$ cat src/rtl/gps_nav_pkg.sv
// Shared types and constants for the GPS navigation-bit path.
package gps_nav_pkg;

  typedef enum logic {HUNT, LOCK} bitsync_state_t;

  localparam logic [7:0] GPS_PREAMBLE       = 8'b10001011;
  localparam int unsigned GPS_EPOCHS_PER_BIT = 20;

endpackage

$ cat src/rtl/nav_bit_hist.sv
// Transition histogram for bit-edge search: one saturating counter per epoch phase,
// with a threshold-hit flag raised on the increment that reaches LOCK_THRESH.
module nav_bit_hist #(
  parameter int unsigned BINS        = 20,
  parameter int unsigned HIST_W      = 6,
  parameter int unsigned LOCK_THRESH = 8,
  localparam int unsigned IW         = $clog2(BINS)
) (
  input  logic          clk,
  input  logic          rst_n,
  input  logic          inc,
  input  logic          clr,
  input  logic [IW-1:0] idx,
  output logic          hit,
  output logic [IW-1:0] hit_idx
);

  localparam logic [HIST_W-1:0] BIN_MAX  = '1;
  localparam logic [HIST_W-1:0] HIT_PREV = HIST_W'(LOCK_THRESH - 1);

  logic [HIST_W-1:0] bins_q [BINS];
  logic [HIST_W-1:0] cur;

  assign cur     = bins_q[idx];
  assign hit     = inc && (cur == HIT_PREV);
  assign hit_idx = idx;

  // NOTE: the bin array is small and must start from zero after reset, so every
  // entry is reset explicitly; large RAM-style arrays would normally be left unreset.
  always_ff @(posedge clk) begin
    if (!rst_n || clr) begin
      for (int i = 0; i < BINS; i++) bins_q[i] <= '0;
    end else if (inc && (cur != BIN_MAX)) begin
      bins_q[idx] <= cur + 1'b1;
    end
  end

endmodule

$ cat src/rtl/nav_bit_sync.sv
// Navigation bit synchronizer: histogram-based 20 ms edge search, then integrate-and-dump
// of epoch signs. Optional preamble detector enabled by macro NAV_PREAMBLE_DET_EN.
module nav_bit_sync
  import gps_nav_pkg::*;
#(
  parameter int unsigned EPOCHS_PER_BIT = GPS_EPOCHS_PER_BIT,
  parameter int unsigned HIST_W         = 6,
  parameter int unsigned LOCK_THRESH    = 8,
  parameter int unsigned HUNT_EPOCHS    = 2000,
  parameter int unsigned VOTE_MIN       = 12,
  parameter int unsigned BAD_LIMIT      = 4,
  localparam int unsigned PH_W          = $clog2(EPOCHS_PER_BIT)
) (
  input  logic            CLK,
  input  logic            RST,
  input  logic            epoch_stb,
  input  logic            sym_in,
  output logic            bit_out,
  output logic            bit_valid,
  output logic            sync_locked,
  output logic [PH_W-1:0] bit_phase,
  output logic            preamble_stb,
  output logic            preamble_inv
);

  localparam int unsigned ACC_W = $clog2(EPOCHS_PER_BIT) + 2;
  localparam int unsigned BAD_W = $clog2(BAD_LIMIT + 1);
  localparam int unsigned HNT_W = $clog2(HUNT_EPOCHS + 1);

  localparam logic [PH_W-1:0]  PHASE_LAST = PH_W'(EPOCHS_PER_BIT - 1);
  localparam logic [HNT_W-1:0] HUNT_LAST  = HNT_W'(HUNT_EPOCHS - 1);
  localparam logic [BAD_W-1:0] BAD_LAST   = BAD_W'(BAD_LIMIT - 1);
  localparam logic [ACC_W-1:0] VOTE_LIM   = ACC_W'(VOTE_MIN);

  bitsync_state_t          state_q, state_d;
  logic [PH_W-1:0]         phase_q, phase_d;
  logic [PH_W-1:0]         bphase_d;
  logic                    skip_q, skip_d;
  logic                    first_q, first_d;
  logic                    prev_q, prev_d;
  logic signed [ACC_W-1:0] acc_q, acc_d;
  logic signed [ACC_W-1:0] step;
  logic [ACC_W-1:0]        acc_abs;
  logic [BAD_W-1:0]        bad_q, bad_d;
  logic [HNT_W-1:0]        hunt_q, hunt_d;
  logic                    bit_d, valid_d;
  logic                    drop;
  logic                    hist_inc, hist_clr, hist_hit;
  logic [PH_W-1:0]         hist_idx;

  nav_bit_hist #(
    .BINS        (EPOCHS_PER_BIT),
    .HIST_W      (HIST_W),
    .LOCK_THRESH (LOCK_THRESH)
  ) u_hist (
    .clk     (CLK),
    .rst_n   (RST),
    .inc     (hist_inc),
    .clr     (hist_clr),
    .idx     (phase_q),
    .hit     (hist_hit),
    .hit_idx (hist_idx)
  );

  assign step    = sym_in ? ACC_W'(-1) : ACC_W'(1);
  assign acc_abs = acc_q[ACC_W-1] ? -acc_q : acc_q;

  // NOTE: every signal written here gets a default first, so no path through the
  // case/if tree can leave one unassigned and infer a latch.
  always_comb begin
    state_d  = state_q;
    phase_d  = phase_q;
    bphase_d = bit_phase;
    skip_d   = skip_q;
    first_d  = first_q;
    prev_d   = prev_q;
    acc_d    = acc_q;
    bad_d    = bad_q;
    hunt_d   = hunt_q;
    bit_d    = bit_out;
    valid_d  = 1'b0;
    drop     = 1'b0;
    hist_inc = 1'b0;
    hist_clr = 1'b0;

    if (epoch_stb) begin
      prev_d  = sym_in;
      phase_d = (phase_q == PHASE_LAST) ? '0 : phase_q + 1'b1;

      unique case (state_q)
        HUNT: begin
          first_d  = 1'b0;
          hist_inc = (sym_in != prev_q) && !first_q;
          if (hist_hit) begin
            state_d  = LOCK;
            bphase_d = hist_idx;
            skip_d   = 1'b1;
            hunt_d   = '0;
          end else if (hunt_q == HUNT_LAST) begin
            hist_clr = 1'b1;
            hunt_d   = '0;
            first_d  = 1'b1;
          end else begin
            hunt_d = hunt_q + 1'b1;
          end
        end

        LOCK: begin
          if (phase_q == bit_phase) begin
            acc_d = step;
            if (skip_q) begin
              // Entry happens mid-bit, so the first dump only holds a partial bit.
              skip_d = 1'b0;
            end else begin
              valid_d = 1'b1;
              bit_d   = acc_q[ACC_W-1];
              if (acc_abs < VOTE_LIM) begin
                if (bad_q == BAD_LAST) drop = 1'b1;
                else                   bad_d = bad_q + 1'b1;
              end else begin
                bad_d = '0;
              end
            end
          end else begin
            acc_d = acc_q + step;
          end

          if (drop) begin
            state_d  = HUNT;
            hist_clr = 1'b1;
            acc_d    = '0;
            bad_d    = '0;
            hunt_d   = '0;
          end
        end

        default: state_d = HUNT;
      endcase
    end
  end

  // NOTE: sequential state uses non-blocking assignments so all registers update
  // together from the values computed before the edge.
  always_ff @(posedge CLK) begin
    if (!RST) begin
      state_q   <= HUNT;
      phase_q   <= '0;
      bit_phase <= '0;
      skip_q    <= 1'b0;
      first_q   <= 1'b1;
      prev_q    <= 1'b0;
      acc_q     <= '0;
      bad_q     <= '0;
      hunt_q    <= '0;
      bit_out   <= 1'b0;
      bit_valid <= 1'b0;
    end else begin
      state_q   <= state_d;
      phase_q   <= phase_d;
      bit_phase <= bphase_d;
      skip_q    <= skip_d;
      first_q   <= first_d;
      prev_q    <= prev_d;
      acc_q     <= acc_d;
      bad_q     <= bad_d;
      hunt_q    <= hunt_d;
      bit_out   <= bit_d;
      bit_valid <= valid_d;
    end
  end

  assign sync_locked = (state_q == LOCK);

`ifdef NAV_PREAMBLE_DET_EN
  logic [7:0] pre_sr_q;
  logic [7:0] pre_sr_next;

  // Newest bit enters at the LSB; the match is taken on the updated window.
  assign pre_sr_next = {pre_sr_q[6:0], bit_d};

  always_ff @(posedge CLK) begin
    if (!RST) begin
      pre_sr_q     <= '0;
      preamble_stb <= 1'b0;
      preamble_inv <= 1'b0;
    end else begin
      preamble_stb <= 1'b0;
      preamble_inv <= 1'b0;
      if (valid_d) begin
        pre_sr_q <= drop ? '0 : pre_sr_next;
        if (pre_sr_next == GPS_PREAMBLE) begin
          preamble_stb <= 1'b1;
        end else if (pre_sr_next == ~GPS_PREAMBLE) begin
          preamble_stb <= 1'b1;
          preamble_inv <= 1'b1;
        end
      end
    end
  end
`else
  assign preamble_stb = 1'b0;
  assign preamble_inv = 1'b0;
`endif

endmodule

$ cat config.mk
export PLATFORM = sky130hd
export DESIGN_NAME = nav_bit_sync
export DESIGN_NICKNAME = d
export VERILOG_FILES = /design/src/rtl/gps_nav_pkg.sv /design/src/rtl/nav_bit_hist.sv /design/src/rtl/nav_bit_sync.sv
export SDC_FILE = /design/constraint.sdc
export NUM_CORES = 1
export LEC_CHECK = 0
export CORE_MARGIN = 2
export CORE_UTILIZATION = 60
export DETAILED_ROUTE_END_ITERATION = 8
export GPL_TIMING_DRIVEN = 1
export PLACE_DENSITY = 0.89
export SYNTH_ARGS = -nofsm -noshare
export SYNTH_HDL_FRONTEND = slang
export SYNTH_SLANG_ARGS = --single-unit
export TNS_END_PERCENT = 10
$ cat constraint.sdc
create_clock -name CLK -period 11.2 [get_ports CLK]
set_input_delay 2.24 -clock CLK [delete_from_list [all_inputs] [get_ports CLK]]
set_output_delay 2.24 -clock CLK [all_outputs]
set_load 0.05 [all_outputs]
* Word-level counts from Yosys, hierarchy flattened
Memory sizes are Yosys's and may differ from the RTL's. A register that Yosys moved wholly into a read port is not among the register bits.
Cells that the tools add are included.
** Cells by class
- Bitwise gates (word level) :: 2
- $add $sub $neg :: 6
- Eq/ne operators :: 12
- Reduce and logical (&&, ||, !) cells :: 16
- $lt $le $gt $ge :: 1
- Muxes and demuxes :: 44
** Operators by type and width (count)
- $mux W11 :: 3
- $mux W7 :: 4
- $mux W1 :: 23
- $pmux W11 S2 :: 1
- $mux W5 :: 4
- $mux W3 :: 5
- $add A11 B1 Y11 const B :: 1
- $eq A11 B11 Y1 const B :: 1
- $reduce_and A4 Y1 :: 2
- $add A7 B7 Y7 :: 1
- $lt A7 B4 Y1 const B :: 1
- $neg A7 Y7 :: 1
- $add A6 B1 Y6 const B :: 1
- $eq A6 B3 Y1 const B :: 1
- $mux W6 :: 1
- $ne A2 B1 Y1 const B :: 3
- $ne A6 B6 Y1 const B :: 1
- $pmux W1 S2 :: 3
- $reduce_and A2 Y1 :: 3
- $reduce_and A3 Y1 :: 2
- $reduce_or A6 Y1 :: 1
- $add A5 B1 Y5 const B :: 1
- $eq A5 B5 Y1 :: 1
- $eq A5 B5 Y1 const B :: 1
- 11 further kinds :: 15
** Storage, ports and cells
- Register bits after elaboration :: 37
- Word-level logic and storage cells :: 93
- Memories kept :: 1
- Bits in writable memories :: 120
** Memories
- u_hist.bins_q :: depth 20, bits a word 6, rd ports 1, clocked after memory_dff 1, write ports 20, RTL line nav_bit_hist.sv:21 : logic [HIST_W-1:0] bins_q [BINS];

* Depth between registers and ports, before layout
Gate-level depths: netlist of the first run.
- Depth in word-level cells :: 16
- Depth in mapped cells :: 14
- Mapped depth without buffers :: 9

* By module
From an unflattened synthesis of the first run, not the netlist that was laid out.
** Second synthesis, totals
- Cell total of the unflattened synthesis :: 859
- Area total of the unflattened synthesis :: 10933.0 um2
** By module, submodules not included
- nav_bit_hist :: sequential area each 5765.5 um2, times used 1, area each 8931.1 um2, cells each 621
- nav_bit_sync :: sequential area each 740.7 um2, times used 1, area each 2001.9 um2, cells each 238

* Worst setup path before layout of the first run
OpenSTA, ideal clock, no wires.
- Kind :: input to register
- Start :: input sym_in
- End :: memory u_hist.bins_q[21][0], enable pin
- Cell stages on the path :: 10
- Slack :: 6651 ps
- Required time :: 10850 ps
- Arrival time :: 4199 ps
- Cell sequence :: clkbuf_1 > xnor2_1 > or3_1 > a31oi_1 > and4_1 > buf_4 > o31a_4 > nand3_4 > buf_2 > nor2_1
** RTL lines
- from (decl) :: RTL line nav_bit_sync.sv:17 : input logic sym_in,
- to (decl) :: RTL line nav_bit_hist.sv:21

==> results of run 1 <==
-- cells by family after synthesis --
family,Yosys count
DFF,234
muxes,73
AOI/OAI and AO/OA,96
other,1
buffers and inverters,67
and+or+nand+nor,299
xor gates and xnor gates,16
adders and majority gates,14
-- synth_stat cells, types with 4 or more instances --
| cell type | count |
|---|---|
| sky130_fd_sc_hd__buf_4 | 11 |
| sky130_fd_sc_hd__xor2_1 | 8 |
| sky130_fd_sc_hd__nand4_1 | 5 |
| sky130_fd_sc_hd__and3_1 | 7 |
| sky130_fd_sc_hd__a22oi_1 | 11 |
| sky130_fd_sc_hd__nand3_4 | 4 |
| sky130_fd_sc_hd__xnor2_1 | 8 |
| sky130_fd_sc_hd__ha_1 | 13 |
| sky130_fd_sc_hd__and2_1 | 4 |
| sky130_fd_sc_hd__clkbuf_1 | 24 |
| sky130_fd_sc_hd__nor3_1 | 24 |
| sky130_fd_sc_hd__nand3_1 | 15 |
| sky130_fd_sc_hd__mux4_2 | 48 |
| sky130_fd_sc_hd__a21o_1 | 5 |
| sky130_fd_sc_hd__nor2b_1 | 7 |
| sky130_fd_sc_hd__nand2_1 | 62 |
| sky130_fd_sc_hd__a31oi_1 | 8 |
| sky130_fd_sc_hd__inv_1 | 12 |
| sky130_fd_sc_hd__nand2b_1 | 13 |
| sky130_fd_sc_hd__o21ai_0 | 30 |
| sky130_fd_sc_hd__nor3_2 | 21 |
| sky130_fd_sc_hd__buf_2 | 14 |
| sky130_fd_sc_hd__buf_1 | 4 |
| sky130_fd_sc_hd__mux2i_1 | 22 |
| sky130_fd_sc_hd__nor2_1 | 116 |
| sky130_fd_sc_hd__edfxtp_1 | 192 |
| sky130_fd_sc_hd__dfxtp_1 | 42 |
| sky130_fd_sc_hd__nor3b_1 | 5 |
| sky130_fd_sc_hd__a21oi_1 | 25 |
-- routing by layer --
layer	part of all wire, %	vias to the layer above	GRT usage, %
li1	-	2959	-
met1	35	3353	36.6
met2	48	523	46.3
met3	11	121	5.85
met4	5.7	0	13.0
met5	0	-	0
-- worst max-delay path, cell delays in order --
cell and delay (ps):
sky130_fd_sc_hd__clkdlybuf4s50_1 810, sky130_fd_sc_hd__nand2b_1 270, sky130_fd_sc_hd__or3_1 470, sky130_fd_sc_hd__a31oi_1 240, sky130_fd_sc_hd__and4_1 450, sky130_fd_sc_hd__o31a_4 360
sky130_fd_sc_hd__nand3_4 470, sky130_fd_sc_hd__nor2_1 620
-- sequential cells by signal (all words and copies together) (netlist names), named ones only --
| register | cells |
|---|---|
| u_hist.bins_q | 192 |
| bit_phase | 5 |
| skip_q | 1 |
| bad_q | 3 |
| prev_q | 1 |
| acc_q | 7 |
| first_q | 1 |
| hunt_q | 11 |
| bit_out | 1 |
| sync_locked | 1 |
| phase_q | 5 |
| bit_valid | 1 |
-- cell type report --
cell class,instances,area (um^2)
Timing Repair Buffer,16,148
Inverter,13,48.8
Clock inverter,14,120
Fill cell,1158,5710
Multi-Input combinational cell,500,3840
Tap cell,225,282
Sequential cell,234,6610
Clock buffer,30,654
-- final timing paths --
| check | start | endpoint | slack [ps] | cells after the start |
|---|---|---|---|---|
| setup / recovery | epoch_stb | u_hist.bins_q[20][4] | 5430 | 8 |
| hold / removal | hunt_q[2] | hunt_q[2] | 490 | 1 |
| setup reg to reg | flip-flop | u_hist.bins_q[20][4] | 5810 | 9 |
| hold reg to reg | hunt_q[2] | hunt_q[2] | 490 | 1 |
-- power groups by stage --
stage | clock, mW | combinational, mW | sequential (mW)
floorplan | 0 | 0.101 | 0.991
CTS | 0.789 | 0.141 | 0.981
finish | 0.792 | 0.144 | 0.981
global route | 0.818 | 0.151 | 0.983
detailed placement | 0 | 0.138 | 0.999
global placement | 0 | 0.135 | 0.998
==> results, run 1 <==
- The flow ran to the end, and the final reports show no timing, DRC or antenna violations.
- In this run the cell area of the synthesized design comes to 10,700 um^2.
- The number of clock buffers added by TritonCTS is 24.
- The count of nets left with antenna violations once routing finished came out at 0.
- Setup repair after global routing left no endpoint under its margin.
- The worst slack on hold paths is 486 ps.
- Buffers placed on the I/O ports in this run total 11.
- The final layout contains routed wiring with a total length of 25,600 um.
- The initial standard-cell utilization of the core is 61.7%.
- The clock share of power is 41.3%.
- The biggest area contributor in the post-synthesis netlist is sky130_fd_sc_hd__edfxtp_1.
- The number of endpoints with negative hold slack in the final report was 0.
- Static timing analysis puts the maximum clock frequency at 173 MHz.
- The root buffer cell chosen for the clock tree is sky130_fd_sc_hd__clkbuf_16.
- The number of placement rows is 48.
- CTS built an H-tree with a depth of 1.
- The pin count of the biggest net entering global routing is 45.
- The share of synthesized area in the top cell type comes to 53.7%.
- The leakage power is 3.78 nW.
- Data on the critical path is required at its endpoint by 11,360 ps.
- After detailed routing, the number of remaining DRC violations is 0.
- The area growth from synthesis to layout is 8.99%.
- The average detailed-routed wire length per instance is 24.8 um.
- The switching share of power is 23.1%.
- Dividing the detail-routed via count by the number of cells gives 6.74.
- Measured against its own limit, the worst slew margin works out to 21.3%.
- The worst setup path is launched from a primary input.
- Max-cap violations in this run came to 0.
- The cell area power density is 164 nW/um^2.
- At the worst endpoint, the arrival time is 5940 ps.
- Leaving out filler cells and counting taps, the final layout contains 1,032.
- The max-slew violation count is 0.
- The post-place instance area is 10,900 um^2.
- The maximum vdd drop is 0.121 mV.
- Global routing finished with a remaining overflow of 0.
- The initial antenna violation count is 0.
- The number of cells after detailed placement is 988.
- The count of synthesis-stage warnings from yosys is 0.
- Yosys mapped a number of flops with a built-in enable equal to 192.
- The die covers 19,000 um^2.
- For this block, the initial DRC count from the detailed router was 1,005.
- The count of TritonRoute iterations in the first routing pass is 7.
- Leaving out fill and tap cells, the most frequent cell in the layout is sky130_fd_sc_hd__edfxtp_1.
- The number of nets in the layout is 807.
- Measured along the y axis, the die boundary spans 138 um.
- The post-cts sizing count is 0.
- The congestion estimate from routability-driven global placement came to 0.930.
- The overall routing resource usage is 28.3%.
- The worst setup path is captured at a flip-flop.
- The most frequently used flop master after synthesis is sky130_fd_sc_hd__edfxtp_1.
- The internal cell power is 1.47 mW.
- The synthesized netlist devotes 1.70% of its cell area to adder and majority cells.
- The sequential fraction of design power is 51.2%.
- Synthesis inferred 234 register bits.
- The die boundary width is 138 um.
- The share of flip-flops with an asynchronous set or reset after synthesis is 0%.
- After layout, the design draws a total of 1.92 mW.
- The part of the power in combinational logic is 7.5%.
- The analysis attributes to net switching a power of 443 uW.
- The number of I/O pins is 14.
- The area of all placed cells without fillers is 11,700 um^2.
- The region available for standard cell placement spans 17,400 um^2.
- Sequential cells were found to cover 61.5% of the synthesized design area.
- The deepest clock path buffer count is 3.
- After synthesis, the cell types taking the most area are sky130_fd_sc_hd__edfxtp_1 (54%), sky130_fd_sc_hd__mux4_2 (10%), sky130_fd_sc_hd__dfxtp_1 (7.8%).
- The largest fanout on the critical path is 33.
- The min-delay analysis places its worst path in the category flip-flop to flip-flop.
- Setup violations remaining at the end of the flow were counted as 0.
- The worst setup slack after placement is 5010 ps.
- Counting distinct cell types in the post-synthesis netlist gives 57.
- Of the total synthesized cell area, the portion taken by AND, OR, NAND and NOR gates is 14.3%.
- The final setup TNS is 0 ps.
- The setup path with the least slack is of type primary input to flip-flop.
- The mean cell area of the mapped netlist is 13.4 um^2.
- The total via count in the routed design is 6,956.
- In the synthesized netlist, mux cells make up 12.5% of the area.
- The share of post-route cells with drive strength above 1 is 16.4%.
- The time the final worst path needs with I/O delays and setup is 5770 ps.
- The clock net in this run drives a total of 234 sinks.
- For the pin with the worst max-slew slack, the measured transition is 1170 ps.
- The final core utilization is 67.2%.
- The number of diodes added for antenna fixing is 0.
- The first global-routing pass estimated 39,300 um of wire.
- The placed wire-length estimate is 15,900 um.
- Dividing the final minimum period by the clock period gives 51.6%.
- The final setup skew is 15.2 ps.
- The number of buffers inserted for hold repair after clock tree synthesis is 0.
- In the layout the commonest cells are sky130_fd_sc_hd__edfxtp_1 (192), sky130_fd_sc_hd__nor2_1 (116), sky130_fd_sc_hd__nand2_1 (62), sky130_fd_sc_hd__mux4_2 (48), sky130_fd_sc_hd__dfxtp_1 (40).
- Across all setup checks in the final design, the least slack found is 5430 ps.
- Of the total synthesized cell area, the portion taken by XOR and XNOR cells is 1.30%.
- The via count of the first global-routing pass came to 6,882.
- TritonCTS built the clock tree.
- The setup fix buffers added after clock tree synthesis is 0.
- Summing the areas of all compound-gate instances in the mapped netlist gives 5.72% of the synthesized area.
- At the later pin of the worst-skew pair, clock insertion delay measures 530 ps.
- The cell count after synthesis came out at 800.
- The clock-pin slew of the registers on the worst-case setup and hold paths is 60 ps.
- The largest family of logic cells by synthesized area is simple AND/OR/NAND/NOR gates.
Note: power is estimated with default switching activity, not from simulation.
==> inputs of run 2 (changes only) <==
Settings changed: CORE_UTILIZATION 60 to 57, PLACE_DENSITY 0.89 to 0.88.
Clock period 11.2 ns to 4.8 ns, I/O delays scaled along.
==> run 2 against run 1 <==
Against the previous run: clock-buffer cell count down 4; flip-flop and latch count unchanged; non-clock buffer count up 18; via count up 1.3%; largest power group unchanged; highest routed layer unchanged; clock power rose to 2.6 times the previous value; sequential share of layout area down 1.4 points; global-route usage down 1.3 points; critical path depth unchanged; wire length up 2.9%; worst setup slack worse by 5100 ps; clock skew up 7.8 ps; register-to-register slack worse by 5400 ps.
==> results, run 2 (synthesized netlist as in run 1, its figures left out) <==
- The final layout contains routed wiring with a total length of 26,400 um.
- Clock-pin slew was measured on the worst setup and hold paths at 60 ps.
- The final setup TNS is 0 ps.
- The number of nets in the layout is 824.
- In this run the tightest slew margin relative to its limit is 8.64%.
- Max-cap violations in this run came to 0.
- Of the cells placed in the final design, the portion with a size suffix greater than 1 is 18.6%.
- The cell area power density is 394 nW/um^2.
- The die covers 20,000 um^2.
- In the final layout, the multi-input gates occupy 3840 um^2.
- Buffers placed on the I/O ports in this run total 11.
- Data arrives at the worst endpoint at 4570 ps.
- At the worst endpoint, the required time is 4930 ps.
- The final setup skew is 23.0 ps.
- The run finished with clean final reports.
- STA classifies the critical path startpoint as a flip-flop.
- From left edge to right edge, the die measures 141 um.
- In this run the post-CTS setup repair buffer count came out at 0.
- The time the final worst path needs with I/O delays and setup is 4440 ps.
- The part of the power in combinational logic is 7.5%.
- Counting the fill cells in the layout gives 1,214.
- The clock insertion delay at the later pin of the skew report is 530 ps.
- The critical path start-end classification is flip-flop to flip-flop.
- Summing all flip-flop and latch instances after layout gives 6610 um^2.
- In this run switching power makes up 22.1% of total power.
- The minimum setup slack among reg-to-reg paths is 360 ps.
- The root buffer cell is sky130_fd_sc_hd__clkbuf_16.
- For this run, the total global-route usage over all layers was measured as 26.9%.
- The number of placement rows is 50.
- The number of cells on the worst reg-to-reg path is 8.
- The worst slack on hold paths is 495 ps.
- No sink is reached through more buffers than the 3 on the longest clock path.
- The global placement routability congestion is 0.908.
- The max-slew violation count came to 0.
- The total setup violations reported at the end of the flow is 0.
- The total number of clock tree sinks is 234.
- The placed wire-length estimate is 17,100 um.
- The flip-flop count of the largest register after layout is 192.
- The endpoint of the worst-slack reg-to-reg timing path is u_hist.bins_q[7][3].
- The final route contains 7,044 vias.
- At the pin with the least slew margin, the transition time is 1360 ps.
- Entering global routing, the biggest net connects 45 pins.
- 14 I/O pins were placed.
- In this run the worst setup path terminates at u_hist.bins_q[7][3].
- The kind of end point of the critical path is a flip-flop.
- The class of the tightest hold or removal check is flip-flop to flip-flop.
- The pre-antenna-repair detailed-routing pass consisted of 6 iterations.
- Setup repair after global routing left no endpoint under its margin.
- The first global-routing pass estimated 40,500 um of wire.
- Leaving out fill and tap cells, the most frequent cell in the layout is sky130_fd_sc_hd__edfxtp_1.
- The average detailed-routed wire length per instance is 24.9 um.
- The initial standard-cell utilization of the core is 57.8%.
- The largest registers in the layout are u_hist.bins_q (192), hunt_q (11), acc_q (7).
- The switching power total is 1.04 mW.
- For this design the static power due to leakage is 3.91 nW.
- In the layout the commonest cells are sky130_fd_sc_hd__edfxtp_1 (192), sky130_fd_sc_hd__nor2_1 (116), sky130_fd_sc_hd__nand2_1 (62), sky130_fd_sc_hd__mux4_2 (48), sky130_fd_sc_hd__dfxtp_1 (40).
- The register bank with the most flops is u_hist.bins_q.
- In this run, the number of DRC markers left after iteration 0 of detailed routing was 1,091.
- The CTS tree is done.
- Of the available clock period, the critical path in the final layout requires 92.5%.
- The number of endpoints with negative hold slack in the final report is 0.
- The post-cts sizing count is 0.
- The number of buffers inserted for hold repair after clock tree synthesis is 0.
- The number of diodes added for antenna fixing is 0.
- The via count of the first global-routing pass is 6,913.
- The via density per instance is 6.66.
- Measured along the y axis, the die boundary spans 141 um.
- IR analysis of the VDD net gives a maximum drop of 0.309 mV.
- The total CTS buffers is 23.
- The total overflow left after global routing is 0.
- In this run the remaining antenna-violating nets after routing total 0.
- The clock network accounts for 44.1% of the total power.
- The area growth from synthesis to layout is 11.7%.
- The initial antenna violation count came to 0.
- The H-tree depth reported by CTS is 1.
- The internal cell power is 3.69 mW.
- The area of the core is 18,600 um^2.
- The number of DRC violations after detailed routing is 0.
- Static timing analysis puts the maximum clock frequency at 225 MHz.
- The largest fanout on the critical path is 26.
- The share of total power dissipated in sequential elements is 48.3%.
## run 2: cell types whose count changed in the layout (fill, tap and decap cells not counted)
| cell | before | now |
|---|---|---|
| sky130_fd_sc_hd__clkinv_2 | 6 | 3 |
| sky130_fd_sc_hd__buf_12 | 0 | 3 |
| sky130_fd_sc_hd__clkbuf_1 | 4 | 1 |
| sky130_fd_sc_hd__xor2_1 | 5 | 6 |
| sky130_fd_sc_hd__inv_6 | 0 | 1 |
| sky130_fd_sc_hd__clkinvlp_4 | 2 | 4 |
| sky130_fd_sc_hd__clkbuf_16 | 25 | 24 |
| sky130_fd_sc_hd__clkinv_1 | 4 | 1 |
| sky130_fd_sc_hd__xor2_2 | 3 | 2 |
| sky130_fd_sc_hd__bufinv_16 | 2 | 7 |
| sky130_fd_sc_hd__buf_4 | 5 | 20 |
## run 2: through the flow
| stage | std cells | instance area [um^2] | util [%] | power [mW] | setup WS, ps |
|---|---|---|---|---|---|
| detailed placement | 1015 | 11100 | 59.8 | 2.67 | 487 |
| global route | 1057 | 12000 | 64.6 | 4.82 | 297 |
| floorplan | 801 | 10700 | - | 2.55 | 603 |
| finish | 1057 | 12000 | 64.6 | 4.73 | 361 |
| global placement | 1015 | 11100 | 59.8 | 2.66 | 687 |
| CTS | 1057 | 12000 | 64.6 | 4.72 | 459 |
## run 2: cell type report
type,count,share of cell area [%]
clock buffers,26,5.15
clock inverters,16,2.23
inverters,13,0.407
multi-input cells,500,32.0
flip-flops and latches,234,55.1
well taps,234,2.44
repair buffers,34,2.67
## run 2: worst min path at each step
stage                     cells past startpoint  slack [ps]         to      start
final                                         2         490   acc_q[3]   acc_q[3]
after global routing                          1         520  hunt_q[6]  hunt_q[6]
after CTS                                     2         490   acc_q[3]   acc_q[3]
after detailed placement                      2         480    first_q    first_q
after global placement                        2         450    first_q    first_q
after floorplan                               2         430    first_q    first_q
## run 2: worst max-delay path: stages (launching register included)
cell and delay, ps:
sky130_fd_sc_hd__dfxtp_4 390, sky130_fd_sc_hd__buf_12 250, sky130_fd_sc_hd__mux4_2 580, sky130_fd_sc_hd__mux4_2 530, sky130_fd_sc_hd__mux2i_2 350, sky130_fd_sc_hd__nor2_1 190, sky130_fd_sc_hd__a41oi_4 450, sky130_fd_sc_hd__nand2_1 220
sky130_fd_sc_hd__o21ai_0 1080
## run 2: power by group through the flow
stage / clock [mW] / combinational [mW] / sequential (mW)
6_report: 2.09 / 0.357 / 2.29
5_1_grt: 2.15 / 0.373 / 2.29
4_1_cts: 2.09 / 0.351 / 2.28
3_5_place_dp: 0 / 0.346 / 2.33
3_3_place_gp: 0 / 0.339 / 2.32
2_1_floorplan: 0 / 0.235 / 2.31
## run 2: layer usage
metal	part of all wire [%]	global-route usage, %	up-vias
met5	0	0	-
met2	49	45.1	524
met3	11	4.49	109
met4	5.0	12.3	0
li1	-	-	2995
met1	35	34.9	3416
